[src/rtl/byte_pair_packer_pkg.sv]
// Shared types and helpers for the byte-pair packer and its output FIFO.
package byte_pair_packer_pkg;

  typedef logic [7:0]  byte_t;
  typedef logic [15:0] word_t;

  typedef enum logic {
    IDLE = 1'b0,
    HALF = 1'b1
  } pair_state_e;

  localparam byte_t PAD_DEFAULT = 8'h00;

  // Constant-foldable ceiling log2, used for FIFO pointer widths.
  function automatic int clog2(input int value);
    int r;
    r = 0;
    for (int i = 0; i < 31; i++) begin
      if ((1 << i) < value) r = i + 1;
    end
    return r;
  endfunction

endpackage

[src/rtl/byte_pair_packer_if.sv]
// Byte input, word output and status signals of the byte-pair packer.
interface byte_pair_packer_if;
  import byte_pair_packer_pkg::*;

  byte_t       __in0;   // byte from the slicing stage
  logic        __in1;   // byte valid
  logic        __in2;   // flush request (level)
  logic        __in3;   // downstream ready
  word_t       __out0;  // packed word at FIFO head
  logic        __out1;  // word valid
  logic        __out2;  // byte ready
  logic [15:0] __out3;  // words popped, wrapping

  modport master (
    output __in0, __in1, __in2, __in3,
    input  __out0, __out1, __out2, __out3
  );

  modport slave (
    input  __in0, __in1, __in2, __in3,
    output __out0, __out1, __out2, __out3
  );

endinterface

[src/rtl/word_fifo.sv]
// Small word FIFO: power-of-two depth, wrapping pointers, occupancy counter.
module word_fifo
  import byte_pair_packer_pkg::*;
#(
  parameter int DEPTH = 2
) (
  input  logic  clk,
  input  logic  rst,
  input  logic  push,
  input  logic  pop,
  input  word_t din,
  output word_t dout,
  output logic  full,
  output logic  empty
);

  localparam int AW = clog2(DEPTH);

  word_t         mem [DEPTH];
  logic [AW-1:0] wr_ptr;
  logic [AW-1:0] rd_ptr;
  logic [AW:0]   count;

  // NOTE: storage is reset too, because the head entry is visible on the
  // output straight after reset and must read as zero rather than X.
  always_ff @(posedge clk or negedge rst) begin
    if (!rst) begin
      for (int i = 0; i < DEPTH; i++) mem[i] <= '0;
      wr_ptr <= '0;
      rd_ptr <= '0;
      count  <= '0;
    end else begin
      // NOTE: non-blocking assignments so every register samples pre-edge values.
      if (push) begin
        mem[wr_ptr] <= din;
        wr_ptr      <= wr_ptr + 1'b1;
      end
      if (pop) rd_ptr <= rd_ptr + 1'b1;
      case ({push, pop})
        2'b10:   count <= count + 1'b1;
        2'b01:   count <= count - 1'b1;
        default: count <= count;
      endcase
    end
  end

  assign dout  = mem[rd_ptr];
  assign full  = (count == (AW+1)'(DEPTH));
  assign empty = (count == '0);

endmodule

[src/rtl/byte_pair_packer.sv]
// Packs consecutive bytes into 16-bit words, with flush padding of an odd
// trailing byte and a wrapping count of words delivered downstream.
module byte_pair_packer
  import byte_pair_packer_pkg::*;
#(
  parameter int    DEPTH     = 2,
  parameter bit    FIRST_LOW = 1'b1,
  parameter byte_t PAD       = PAD_DEFAULT
) (
  input logic               clk,
  input logic               rst,
  byte_pair_packer_if.slave bus
);

  pair_state_e state;
  byte_t       held;
  logic [15:0] pop_count;

  logic  full, empty;
  logic  push, pop, space, accept, flush_go;
  word_t push_word;
  word_t head;

  assign pop      = ~empty & bus.__in3;
  assign space    = ~full | bus.__in3;
  assign accept   = bus.__in1 & bus.__out2;
  assign flush_go = bus.__in2 & ~bus.__in1 & (state == HALF) & space;

  // NOTE: every always_comb output gets a default first, so no latch is inferred.
  always_comb begin
    push      = 1'b0;
    push_word = '0;
    if (state == HALF && accept) begin
      push      = 1'b1;
      push_word = FIRST_LOW ? {bus.__in0, held} : {held, bus.__in0};
    end else if (flush_go) begin
      push      = 1'b1;
      push_word = FIRST_LOW ? {PAD, held} : {held, PAD};
    end
  end

  always_ff @(posedge clk or negedge rst) begin
    if (!rst) begin
      state     <= IDLE;
      held      <= '0;
      pop_count <= '0;
    end else begin
      case (state)
        IDLE: if (accept) begin
          held  <= bus.__in0;
          state <= HALF;
        end
        HALF: if (accept || flush_go) state <= IDLE;
        default: state <= IDLE;
      endcase
      if (pop) pop_count <= pop_count + 1'b1;
    end
  end

  word_fifo #(.DEPTH(DEPTH)) u_fifo (
    .clk   (clk),
    .rst   (rst),
    .push  (push),
    .pop   (pop),
    .din   (push_word),
    .dout  (head),
    .full  (full),
    .empty (empty)
  );

  // Ready looks only at state and downstream ready, never at byte valid.
  assign bus.__out0 = head;
  assign bus.__out1 = ~empty;
  assign bus.__out2 = (state == IDLE) | space;
  assign bus.__out3 = pop_count;

endmodule

[src/flat_wrapper.sv]
// flat-port wrapper written by rule: the top's interface ports become plain ports
module byte_pair_packer_flat import byte_pair_packer_pkg::*;
#(
  parameter int    DEPTH     = 2,
  parameter bit    FIRST_LOW = 1'b1,
  parameter byte_t PAD       = PAD_DEFAULT
)
  (clk, rst, bus___in0, bus___in1, bus___in2, bus___in3, bus___out0, bus___out1, bus___out2, bus___out3);
  byte_pair_packer_if bus_i ();
  input logic clk;
  input logic rst;
  input wire logic [$bits(bus_i.__in0)-1:0] bus___in0;
  input wire logic [$bits(bus_i.__in1)-1:0] bus___in1;
  input wire logic [$bits(bus_i.__in2)-1:0] bus___in2;
  input wire logic [$bits(bus_i.__in3)-1:0] bus___in3;
  output wire logic [$bits(bus_i.__out0)-1:0] bus___out0;
  output wire logic [$bits(bus_i.__out1)-1:0] bus___out1;
  output wire logic [$bits(bus_i.__out2)-1:0] bus___out2;
  output wire logic [$bits(bus_i.__out3)-1:0] bus___out3;
  assign bus_i.__in0 = bus___in0;
  assign bus_i.__in1 = bus___in1;
  assign bus_i.__in2 = bus___in2;
  assign bus_i.__in3 = bus___in3;
  assign bus___out0 = bus_i.__out0;
  assign bus___out1 = bus_i.__out1;
  assign bus___out2 = bus_i.__out2;
  assign bus___out3 = bus_i.__out3;
  byte_pair_packer #(.DEPTH(DEPTH), .FIRST_LOW(FIRST_LOW), .PAD(PAD)) u_core (.clk(clk), .rst(rst), .bus(bus_i));
endmodule
[config.mk]
export PLATFORM = sky130hd
export DESIGN_NAME = byte_pair_packer_flat
export DESIGN_NICKNAME = d
export VERILOG_FILES = /design/src/rtl/byte_pair_packer_pkg.sv /design/src/rtl/byte_pair_packer_if.sv /design/src/rtl/word_fifo.sv /design/src/rtl/byte_pair_packer.sv /design/src/flat_wrapper.sv
export SDC_FILE = /design/constraint.sdc
export NUM_CORES = 1
export LEC_CHECK = 0
export CORE_MARGIN = 2
export CORE_UTILIZATION = 36
export CTS_BUF_LIST = sky130_fd_sc_hd__clkbuf_16
export DETAILED_ROUTE_END_ITERATION = 12
export SLEW_MARGIN = 20
export SYNTH_ARGS = -nofsm -noshare
export SYNTH_HDL_FRONTEND = slang
export SYNTH_SLANG_ARGS = --single-unit
[constraint.sdc]
create_clock -name clk -period 1.6 [get_ports clk]
set_clock_uncertainty 0.2 [all_clocks]
set_input_delay 0.32 -clock clk [delete_from_list [all_inputs] [get_ports clk]]
set_output_delay 0.32 -clock clk [all_outputs]
set_load 0.1 [all_outputs]
==> results.yml <==
status:
  status: "finished with violations"
  violations: "setup timing"
cts:
  numClockSinks: 61
  htreeDepth: 3
  clock_latency_ns: 0.32
  path_clk_slew_ns: 0.05
  cts-root-buf: "clkbuf_16"
  clockBufferDepth: 2
  cts_buffers: 9
  cts_tree: "built"
worst_setup_path:
  worstSetupEndpointType: "primary output"
  crit_start: "u_core.u_fifo.rd_ptr"
  crit_slowest_cell: "dfrtp_2"
  crit_chain: "clkbuf_16 > mux2_4 > buf_12"
  cpPeakStageDelay_ns: 0.45
  worstPathArrival_ns: 1.44
  path_max_fanout: 7
  required_ns: 1.08
  timing.rr.start: "u_core.u_fifo.count[0]"
  startpoint_type: "flip-flop"
  crit_type: "flip-flop to primary output"
placement:
  place_ws_ns: -0.558
  portBuffers: 46
  placed_cells: 359
  gp_congestion: 0.772
  dpl.hpwl_um: 3600
detailed_routing:
  wl_per_cell_um: 16.8
  viasPerCell: 4.90
  drcViolationCount: 0
  ant_nets: 0
  wl_um: 6540
  first_pass_iters: 4
  drt_iter0_drc: 70
  vias: 1911
timing:
  finalSetupViolCount: 58
  rsz0062_at_grt: "yes"
  fin_crit_ns: 1.96
  setup_ws_ns: -0.358
  min_period_over_period_pct: 122
  clock.fmax_ghz: 0.511
  slew_headroom_pct: 59.7
  fin_tns_setup_ns: -9.14
  finalHoldViolCount: 0
  tightest_slew_ns: 0.604
  finalMaxSlewViolations: 0
min_path:
  hp-start: "u_core.u_fifo.mem[14]"
  hold_class: "flip-flop to flip-flop"
floorplan:
  core_region_area_um2: 7140
  die_h_um: 89.3
  die-area_um2: 7980
  rows: 31
  fp.dieW_um: 89.3
  ios: 47
  start_util_pct: 36.7
logic_synthesis:
  syn_inst: 190
  synth.distinct_cells: 26
  ys_seq_elements: 61
  synth_seq_area_share_pct: 58.3
  syn_avg_cell_area_um2: 13.8
  ys_warn_count: 0
  synth-main-ff-cell: "dfrtp_1"
  synth-edff-count: 0
  syn_area_um2: 2620
  synthArstFlopShare_pct: 100
  syn_nets: 205
global_route:
  overflow: 0
  grt_max_degree: 62
  grt_pass1_wl_um: 10400
  antenna_found_initial: 0
  grt_pass1_vias: 1996
  track_usage_pct: 17.7
final_layout:
  layout.nets: 302
  final_cell_mix: "dfrtp_1, buf_12, mux2_4"
  area.growth.synth_to_final_pct: 76.5
  fin_cells: 390
  final_common_cell: "dfrtp_1"
  drive_gt1_share_pct: 61.9
  fill_cells: 530
  diodes: 0
run:
  cap_viol_max_count: 0
==> cell type report <==
cell class | count | area, um2 | share of cell area, %
tap | 99 | 124 | 2.68
timing repair buffer | 88 | 1220 | 26.4
multi-input combinational | 124 | 1410 | 30.6
clock inverter | 6 | 55.1 | 1.19
inverter | 3 | 13.8 | 0.298
clock buffer | 9 | 225 | 4.87
sequential | 61 | 1570 | 34.0
==> metal layers <==
layer	GRT usage [%]	share of wire [%]	up-vias
met5	0	0	-
met4	7.33	1.1	0
met3	2.49	4.2	5
met2	28.1	51	48
met1	24.6	44	978
li1	-	-	880
==> worst paths after layout <==
kind	to	slack [ns]	depth (start not counted)
max	bus___out0[12]	-0.36	3
min	u_core.u_fifo.mem[14]	0.30	1
max reg2reg	u_core.u_fifo.count[1]	-0.23	9
min reg2reg	u_core.u_fifo.mem[14]	0.30	1
max in group asynchronous	u_core.bus.__out3[9]	0.56	3
min in group asynchronous	u_core.u_fifo.count[1]	0.33	3
==> Yosys cell counts, drive strengths merged (2+ instances only) <==
library cell / instances / area [um2]
and3: 6 / 40.0
a22o: 16 / 140
buf: 3 / 27.5
clkbuf: 2 / 7.51
xor2: 8 / 70.1
mux2: 40 / 462
nand3: 7 / 35.0
nor2: 9 / 41.3
ha: 2 / 25.0
dfrtp: 61 / 1530
xnor2: 11 / 96.3
nand4: 4 / 25.0
inv: 3 / 11.3
nand2: 11 / 56.3
==> critical path: cells and delay by family (launching register included) <==
family,cells,cell delay [ns]
flip-flops,1,0.45
multiplexers,1,0.32
buffers and inverters,2,0.36
==> through the flow <==
| stage | util [%] | hold WS, ns | area [um2] |
|---|---|---|---|
| after floorplan | - | -0.176 | 2760 |
| after global placement | 54.2 | 0.154 | 3870 |
| after detailed placement | 54.2 | 0.154 | 3870 |
| after CTS | 62.4 | 0.303 | 4450 |
| after global routing | 64.8 | 0.317 | 4620 |
| final | 64.8 | 0.303 | 4620 |
==> sequential cells by signal, summed over array words and instances, names as in the netlist <==
register,cells
u_core.u_fifo.rd_ptr,1
u_core.u_fifo.count,2
u_core.u_fifo.wr_ptr,1
u_core.bus.__out3,16
u_core.state,1
u_core.u_fifo.mem,32
u_core.held,8
==> what timing repair did <==
| item | 4_1_cts | 5_1_grt |
|---|---|---|
| buffers inserted | 10 | 7 |
| setup endpoints to repair | 67 | 71 |
| pin swaps | 16 | 25 |
| gates cloned | 3 | 1 |
| hold buffers | 1 | 0 |
| hold endpoints to repair | 61 | 0 |
| resized for setup | 49 | 26 |
==> cells by family after synthesis <==
group | share of synthesized area (%)
buffers and inverters | 1.77
xor gates and xnor gates | 6.35
AOI/OAI and AO/OA | 5.83
DFF | 58.3
and+or+nand+nor | 9.22
muxes | 17.6
adders and majority gates | 0.955
Power is left out: the tool's default activity adds up to more than one toggle a clock period on the data nets, which glitch-free logic cannot reach.
